**src/rtl/invol_arbiter.sv**
```systemverilog
// Round-robin arbiter granting one involuntary-response requester at a time access to an
// upstream response framer, forwarding its stream and aborting owners that overstay.
module invol_arbiter #(
  parameter int NREQ           = 4,
  parameter int TIMEOUT_CYCLES = 4096,
  parameter int RSP_ABORT      = 15
) (
  input  logic                 clk,
  input  logic                 rst_n,
  input  logic [NREQ-1:0]      req,
  output logic [NREQ-1:0]      grant,
  input  logic [NREQ*32-1:0]   in_param_data,
  input  logic [NREQ-1:0]      in_param_write,
  input  logic [NREQ-1:0]      in_done,
  output logic                 up_req,
  input  logic                 up_grant,
  output logic [31:0]          out_param_data,
  output logic                 out_param_write,
  output logic                 out_done,
  output logic [2:0]           owner,
  output logic [NREQ-1:0]      abort_flags
);

  localparam int CW = $clog2(TIMEOUT_CYCLES + 1);

  typedef enum logic [1:0] {S_IDLE, S_WAIT_UP, S_OWN, S_ABORT} state_t;

  state_t          r_state,       w_stateNext;
  logic [2:0]      r_owner,       w_ownerNext;
  logic [2:0]      r_lastOwner,   w_lastOwnerNext;
  logic            r_upReq,       w_upReqNext;
  logic [NREQ-1:0] r_grant,       w_grantNext;
  logic [CW-1:0]   r_cnt,         w_cntNext;
  logic [31:0]     r_outData,     w_outDataNext;
  logic            r_outWrite,    w_outWriteNext;
  logic            r_outDone,     w_outDoneNext;
  logic [NREQ-1:0] r_abortFlags,  w_abortFlagsNext;

  logic [2:0]      w_pick;
  logic [31:0]     w_ownData;
  logic            w_ownWrite;
  logic            w_ownDone;
  logic [NREQ-1:0] w_ownerOneHot;

  // Select the current owner's slice, strobe and done bit.
  always_comb begin
    w_ownData     = '0;
    w_ownWrite    = 1'b0;
    w_ownDone     = 1'b0;
    w_ownerOneHot = '0;
    for (int i = 0; i < NREQ; i++) begin
      if (r_owner == 3'(i)) begin
        w_ownData        = in_param_data[32*i +: 32];
        w_ownWrite       = in_param_write[i];
        w_ownDone        = in_done[i];
        w_ownerOneHot[i] = 1'b1;
      end
    end
  end

  // Round-robin pick: smallest offset after the last owner wins, so it is assigned last.
  always_comb begin
    w_pick = '0;
    for (int k = NREQ; k >= 1; k--) begin
      for (int i = 0; i < NREQ; i++) begin
        if (((int'(r_lastOwner) + k) % NREQ) == i && req[i]) begin
          w_pick = 3'(i);
        end
      end
    end
  end

  always_comb begin
    w_stateNext      = r_state;
    w_ownerNext      = r_owner;
    w_lastOwnerNext  = r_lastOwner;
    w_upReqNext      = r_upReq;
    w_grantNext      = '0;
    w_cntNext        = r_cnt;
    w_outDataNext    = r_outData;
    w_outWriteNext   = 1'b0;
    w_outDoneNext    = 1'b0;
    w_abortFlagsNext = r_abortFlags;
    case (r_state)
      S_IDLE: begin
        if (|req) begin
          w_ownerNext = w_pick;
          w_upReqNext = 1'b1;
          w_stateNext = S_WAIT_UP;
        end
      end
      S_WAIT_UP: begin
        if (up_grant) begin
          w_upReqNext = 1'b0;
          w_grantNext = w_ownerOneHot;
          w_cntNext   = CW'(TIMEOUT_CYCLES);
          w_stateNext = S_OWN;
        end
      end
      S_OWN: begin
        w_outDataNext  = w_ownData;
        w_outWriteNext = w_ownWrite;
        w_outDoneNext  = w_ownDone;
        // Done takes priority over expiry landing in the same cycle.
        if (w_ownDone) begin
          w_lastOwnerNext = r_owner;
          w_stateNext     = S_IDLE;
        end else if (r_cnt <= CW'(1)) begin
          w_cntNext   = '0;
          w_stateNext = S_ABORT;
        end else begin
          w_cntNext = r_cnt - CW'(1);
        end
      end
      S_ABORT: begin
        w_outDoneNext    = 1'b1;
        w_outDataNext    = 32'(RSP_ABORT);
        w_abortFlagsNext = r_abortFlags | w_ownerOneHot;
        w_lastOwnerNext  = r_owner;
        w_stateNext      = S_IDLE;
      end
      default: w_stateNext = S_IDLE;
    endcase
  end

  always_ff @(posedge clk or negedge rst_n) begin
    if (!rst_n) begin
      r_state      <= S_IDLE;
      r_owner      <= '0;
      r_lastOwner  <= 3'(NREQ - 1);
      r_upReq      <= 1'b0;
      r_grant      <= '0;
      r_cnt        <= '0;
      r_outData    <= '0;
      r_outWrite   <= 1'b0;
      r_outDone    <= 1'b0;
      r_abortFlags <= '0;
    end else begin
      r_state      <= w_stateNext;
      r_owner      <= w_ownerNext;
      r_lastOwner  <= w_lastOwnerNext;
      r_upReq      <= w_upReqNext;
      r_grant      <= w_grantNext;
      r_cnt        <= w_cntNext;
      r_outData    <= w_outDataNext;
      r_outWrite   <= w_outWriteNext;
      r_outDone    <= w_outDoneNext;
      r_abortFlags <= w_abortFlagsNext;
    end
  end

  assign grant           = r_grant;
  assign up_req          = r_upReq;
  assign out_param_data  = r_outData;
  assign out_param_write = r_outWrite;
  assign out_done        = r_outDone;
  assign owner           = r_owner;
  assign abort_flags     = r_abortFlags;

endmodule
```
**config.mk**
```make
export PLATFORM = sky130hd
export DESIGN_NAME = invol_arbiter
export DESIGN_NICKNAME = d
export VERILOG_FILES = /design/src/rtl/invol_arbiter.sv
export SDC_FILE = /design/constraint.sdc
export NUM_CORES = 1
export LEC_CHECK = 0
export CORE_UTILIZATION = 36
export CTS_CLUSTER_SIZE = 30
export DETAILED_ROUTE_END_ITERATION = 6
export PLACE_DENSITY = 0.86
export SETUP_SLACK_MARGIN = 0.15
export SLEW_MARGIN = 20
export SYNTH_ARGS = -nofsm -noshare
export SYNTH_HDL_FRONTEND = slang
export SYNTH_SLANG_ARGS = --single-unit
```
**constraint.sdc**
```tcl
create_clock -name clk -period 1.8 [get_ports clk]
set_input_delay 0.27 -clock clk [delete_from_list [all_inputs] [get_ports clk]]
set_output_delay 0.27 -clock clk [all_outputs]
set_load 0.03 [all_outputs]
```
==> metrics, run 1 <==
run status finished, violations left; failing checks setup timing; clock skew 0.00875 ns; CTS sink count 62; Cells after DPL 650; Tightest Pin Transition 0.776 ns; Total Neg Setup Slack -1.20 ns; starting density of the core 0.378; pwr/cell area 1680 nW/um^2; Final GP Congestion 0.869; Post-synth top cells dfrtp_1 (60), nand2_1 (37), inv_1 (36); peak supply drop 0.657 mV; sw frac 0.434; first-pass GRT wire length 18.4 mm; ANT nets after route 0; post-DR wirelength/cell 18.8 um; vias in the first global route 3737; register area share after synthesis 0.437; Num CTS Buffers 9; cell accounting for the most synthesized area dfrtp_1; FILL cells 672; # H-tree levels 3; Post-synth EDFFs 0; drt pass-1 iters 4; Vias/cell 5.29; total number of vias 3527; GRT Overall Usage 0.240; fmax 516 MHz; RSZ-0062 raised after global routing true; CTS Root Cell clkbuf_8; Die Area 10300 sq um; clock slew at reported path FFs 0.07 ns; worst hold path type in -> async; clk buf depth 2; crit path max fanout 6; Fin. Hold Viols 0; slew margin rel. 0.483; chip width 101 um; total of max-cap violations 0; sequential fraction of design power 0.238; Crit Path Category reg -> reg; Psw 4.46 mW; Synth top area share 0.422; final worst slack -0.138 ns; largest net degree at the start of global routing 43; crit path DAT 2.17 ns; FFs w/ async S/R, synth 1.00; Core Area 9420 sq um; Antenna Cells 0; post-synth cell types 47; die span in y 101 um; final period utilization 1.08; setup-violating endpoint count in the final report 14; Layout area overhead 72.1%; CTS tree yes; Post-Syn Nets 466; Avg Synthesized Cell Area 11.1 sq um; initial antenna violation count 0; Critical Path End Type flop; Gate Count Post-Synth 321; Synth Register Bits 62; Area contributors post-synth dfrtp_1 (42%), mux4_2 (21%), o21ai_0 (4.8%), nand2_1 (3.9%), inv_1 (3.8%); yosys warns 0; internal power 5.81 mW; Initial DRC Count 180; nets@finish 678; clock latency on the worst-skew pair 0.34 ns; Top FF cell, synth dfrtp_1; share of cells above drive strength 1 0.217; worst path required time 2.03 ns; fin. max-slew vios 0; FP Rows 35; most instantiated library cell after synthesis dfrtp_1; area of the mapped netlist 3560 sq um; GRT overflow 0; Final min period 1.94 ns; design area 6120 sq um; Routed WL 12.5 mm; Area after DPL 5770 sq um; Clk pwr share 0.131; Setup crit start kind flop; Logic pwr share 0.631; port buffer count 187; I/O pin count 189; Leakage 2.67 nW; Non-Filler Instances 667; Detail Placement HPWL 9.47 mm; Layout Utilization 0.650; DR DRC count 0; worst slack at placement -0.213 ns
-- power groups by stage --
stage / Sequential, mW / Clock, mW / Combinational, mW
2_1_floorplan: 3.29 / 0 / 2.95
3_3_place_gp: 2.39 / 0 / 5.95
3_5_place_dp: 2.44 / 0 / 6.19
4_1_cts: 2.43 / 1.36 / 6.25
5_1_grt: 2.51 / 1.41 / 6.90
6_report: 2.44 / 1.35 / 6.49
-- logic make-up (layout without fill, tap and decap cells) --
| group | after synthesis | count (layout) | synth area share |
|---|---|---|---|
| buffers and inverters | 60 | 277 | 0.0693 |
| AOI/OAI and AO/OA | 73 | 73 | 0.138 |
| and+or+nand+nor | 84 | 84 | 0.120 |
| muxes | 39 | 39 | 0.228 |
| DFF | 62 | 62 | 0.437 |
| adders and majority gates | 2 | 2 | 0.00703 |
| other | 1 | 1 | 0.00105 |
-- critical path, stage by stage (launching register included) --
cell and delay [ns]:
dfrtp_1 0.39, or4_4 0.56, and4bb_2 0.39, nor3_4 0.06, buf_6 0.16, a221o_1 0.28
-- per-layer routing --
metal	GRT usage	share of wire
met1	0.248	0.35
met2	0.438	0.53
met3	0.0628	0.084
met4	0.138	0.032
met5	0	0
-- layout by cell type (no fill, tap or decap), drive strengths merged, types with 3 or more instances in the layout --
cell           count
mux4              33
o21ai             34
nor3               7
o31ai              9
dfrtp             60
nor2b              7
or4                4
clkinv             3
dlymetal6s2s       6
clkbuf            12
nor2              11
a22o               7
o21bai             4
nand2b             4
or3                3
a21oi              3
nand2             37
o22a               5
buf               40
dlygate4sd2       34
nor4               4
mux2               5
clkdlybuf4s50    144
inv               36
-- area by class of cell --
| cell class | count | area (sq um) | area share |
|---|---|---|---|
| clock buffers | 12 | 145 | 0.0237 |
| clock inverters | 4 | 70.1 | 0.0114 |
| inverters | 37 | 140 | 0.0229 |
| multi-input cells | 199 | 1870 | 0.306 |
| flip-flops and latches | 62 | 1560 | 0.254 |
| well taps | 129 | 161 | 0.0264 |
| repair buffers | 224 | 2180 | 0.355 |
-- repair_timing --
action	CTS	global route
buffers inserted	1	0
hold buffers	0	0
pin swaps	5	6
gates resized for setup	54	16
endpoints found under the setup margin	73	27
-- final timing paths --
kind                                start                 to  slack [ns]  depth (start not counted)
min reg2reg                abort_flags[0]     abort_flags[0]        0.47                          2
min in group clk           abort_flags[0]     abort_flags[0]        0.47                          2
max reg2reg                     r_cnt[10]           r_cnt[7]       -0.14                          5
max                             r_cnt[10]           r_cnt[7]       -0.14                          5
max in group asynchronous           rst_n           r_cnt[9]        1.18                          2
min                                 rst_n  out_param_data[2]       0.003                          1
-- sequential cells by signal (all words and copies together), names as in the netlist --
| signal | cells |
|---|---|
| abort_flags | 4 |
| grant | 4 |
| out_done | 1 |
| out_param_data | 32 |
| out_param_write | 1 |
| owner | 2 |
| r_cnt | 13 |
| r_lastOwner | 2 |
| r_state | 2 |
| up_req | 1 |
-- per-stage QoR --
step                      total power, mW  hold slack (ns)
after floorplan                      6.25          -0.0256
after global placement               8.35            0.363
after detailed placement             8.63            0.379
after CTS                            10.0          0.00764
after global routing                 10.8           0.0536
final                                10.3          0.00322
Note: power is estimated with default switching activity, not from simulation.
==> run 2, diff against run 1 <==
--- a/config.mk
+++ b/config.mk
@@ -5,10 +5,13 @@
 export SDC_FILE = /design/constraint.sdc
 export NUM_CORES = 1
 export LEC_CHECK = 0
-export CORE_UTILIZATION = 36
+export CELL_PAD_IN_SITES_DETAIL_PLACEMENT = 0
+export CELL_PAD_IN_SITES_GLOBAL_PLACEMENT = 1
+export CORE_UTILIZATION = 26
 export CTS_CLUSTER_SIZE = 30
 export DETAILED_ROUTE_END_ITERATION = 6
-export PLACE_DENSITY = 0.86
+export PLACE_DENSITY = 0.84
+export REMOVE_ABC_BUFFERS = 1
 export SETUP_SLACK_MARGIN = 0.15
 export SLEW_MARGIN = 20
 export SYNTH_ARGS = -nofsm -noshare
==> run 2 against run 1 <==
Effect of this change: the run still ends with setup timing left; critical path depth decreased by 1; highest routed layer unchanged; via count shrank 0.71%; die area is 38% higher; largest cell class unchanged; core utilization fell by 16 points; register-to-register slack got worse by 0.05 ns; sequential power is 2% lower; setup slack got worse by 0.046 ns.
==> metrics, run 2 (same netlist as run 1, synthesis figures left out) <==
cell repeated most along the worst path or4_4; Leakage 2.95 nW (+11%); max FFs per register 32 (unchanged); Clk pwr share 0.165 (+0.034); CTS tree yes; internal power 6.61 mW (+14%); clk buf depth 2 (unchanged); worst reg2reg path startpoint r_cnt[4]; Critical Path End Type flop; Hold EP abort_flags[0]; I/O pin count 189 (unchanged); sequential fraction of design power 0.214 (-0.024); Fin. Hold Viols 0 (unchanged); Antenna Cells 0 (unchanged); chip width 119 um (+17%); DR DRC count 0 (unchanged); pwr/cell area 1730 nW/um^2 (+3.0%); Vias/cell 4.90 (-7.4%); clock slew at reported path FFs 0.06 ns (about the same); Hold Startpoint abort_flags[0]; hold path cells 2; Num CTS Buffers 9 (unchanged); crit path max fanout 3 (-3); post-DR wirelength/cell 16.9 um (-9.8%); crit path DAT 2.23 ns (+0.06 ns); Reg2Reg Capture Point r_cnt[12]; total number of vias 3502 (-0.71%); slew margin rel. 0.665 (+0.182); Detail Placement HPWL 8.57 mm (-9.5%); RSZ-0062 raised after global routing true; Psw 4.59 mW (+2.9%); GRT Overall Usage 0.168 (-0.0718); CP top delay family simple AND/OR/NAND/NOR gates; Area after DPL 5770 sq um (unchanged); CTS sink count 62 (unchanged); largest net degree at the start of global routing 63 (+47%); first-pass GRT wire length 18.6 mm (+1.3%); FP Rows 42 (+20%); vias in the first global route 3720 (-0.45%); Setup crit start kind flop; initial antenna violation count 0 (unchanged); Core Area 13300 sq um (+41%); setup-violating endpoint count in the final report 14 (unchanged); FILL cells 1196 (+78%); Crit path buffers/inverters 0 (-1); final period utilization 1.10 (+0.0258); worst reg-to-reg path cell count 4 (-1); Routed WL 12.1 mm (-3.3%); ANT nets after route 0 (unchanged); Crit Path Category reg -> reg; worst path required time 2.04 ns (about the same); port buffer count 187 (unchanged); Final min period 1.98 ns (+0.0464 ns); worst hold path type reg -> reg; worst-path cell chain or4_4 -> or3_4 -> or4_4 -> o211ai_1; final hold slack 0.458 ns (+0.455 ns); drt pass-1 iters 4 (unchanged); commonest non-fill, non-tap cells in the layout clkdlybuf4s50_1 (150), dfrtp_1 (58), nand2_1 (37); peak supply drop 0.871 mV (+33%); starting density of the core 0.268 (-0.110); failing checks setup timing; clock skew 0.00772 ns (-0.00103 ns); fmax 504 MHz (-2.3%); fin. max-slew vios 0 (unchanged); most common cell after layout, fill and taps aside clkdlybuf4s50_1; Total Neg Setup Slack -1.26 ns (-0.0602 ns); total of max-cap violations 0 (unchanged); # H-tree levels 3 (unchanged); Layout area overhead 82.2%; die span in y 119 um (+17%); critical path's slowest cell or4_4; design area 6480 sq um (+5.9%); share of cells above drive strength 1 0.224 (+0.00702); Final GP Congestion 0.833 (-4.1%); sw frac 0.410 (-0.0245); Initial DRC Count 187 (+3.9%); slowest stage delay, CP 0.57 ns (about the same); Logic pwr share 0.621 (-0.010); nets@finish 679 (+0.15%); final worst slack -0.185 ns (-0.0464 ns); Reg2Reg Setup Slack -0.18 ns (-0.05 ns); Tightest Pin Transition 0.496 ns (-0.280 ns); Layout Utilization 0.487 (-0.163); clock latency on the worst-skew pair 0.32 ns (-0.02 ns); CTS Root Cell clkbuf_16; GRT overflow 0 (unchanged); Die Area 14200 sq um (+38%); run status finished, violations left
[run 2: final cells by class]
type,instances,area (sq um),area share
clock inverter,4,70.1,0.0108
clock buffer,12,246,0.0380
timing repair buffer,225,2320,0.358
inverter,37,143,0.0220
tap,176,220,0.0340
multi-input combinational,199,1920,0.297
sequential,62,1560,0.240
[run 2: timing repair]
| item | 4_1_cts | 5_1_grt |
|---|---|---|
| endpoints found under the setup margin | 44 | 68 |
| pin swaps | 6 | 16 |
| setup buffers | 3 | 5 |
| resized for setup | 24 | 57 |
| cloned | 0 | 1 |
| hold buffers | 1 | 0 |
| hold endpoints to repair | 60 | 0 |
[run 2: per-layer routing]
metal	wire length, um	track usage	up-vias
met5	0	0	-
met4	176	0.0443	0
met3	926	0.0508	17
met2	6340	0.307	164
met1	4660	0.188	1723
li1	-	-	1598
[run 2: worst max path at each step]
stage / from / to / slack, ns / cells past startpoint
floorplan: owner[0] / r_cnt[0] / -1.51 / 4
detailed placement: r_cnt[6] / r_cnt[12] / -0.19 / 4
finish: r_cnt[4] / r_cnt[12] / -0.18 / 4
global placement: r_cnt[6] / r_cnt[12] / -0.15 / 4
global route: r_cnt[4] / r_cnt[12] / -0.26 / 4
CTS: r_cnt[4] / r_cnt[12] / -0.12 / 4
[run 2: power groups by stage]
| stage | combinational (mW) | sequential (mW) | clock, mW |
|---|---|---|---|
| 2_1_floorplan | 2.37 | 3.64 | 0 |
| 3_5_place_dp | 6.02 | 2.42 | 0 |
| 5_1_grt | 7.45 | 2.48 | 1.97 |
| 6_report | 6.96 | 2.40 | 1.85 |
| 3_3_place_gp | 5.92 | 2.38 | 0 |
| 4_1_cts | 6.30 | 2.40 | 1.90 |
[run 2: through the flow]
step | setup WS, ns | std cells | power (mW)
2_1_floorplan | -1.51 | 298 | 6.00
3_3_place_gp | -0.153 | 689 | 8.30
3_5_place_dp | -0.189 | 689 | 8.44
4_1_cts | -0.119 | 709 | 10.6
5_1_grt | -0.257 | 715 | 11.9
6_report | -0.185 | 715 | 11.2
[run 2: tightest hold or removal path, cell delays in order, from the launching register on]
cell and delay [ns]:
dfrtp_1 0.33, inv_1 0.04, o31ai_1 0.05
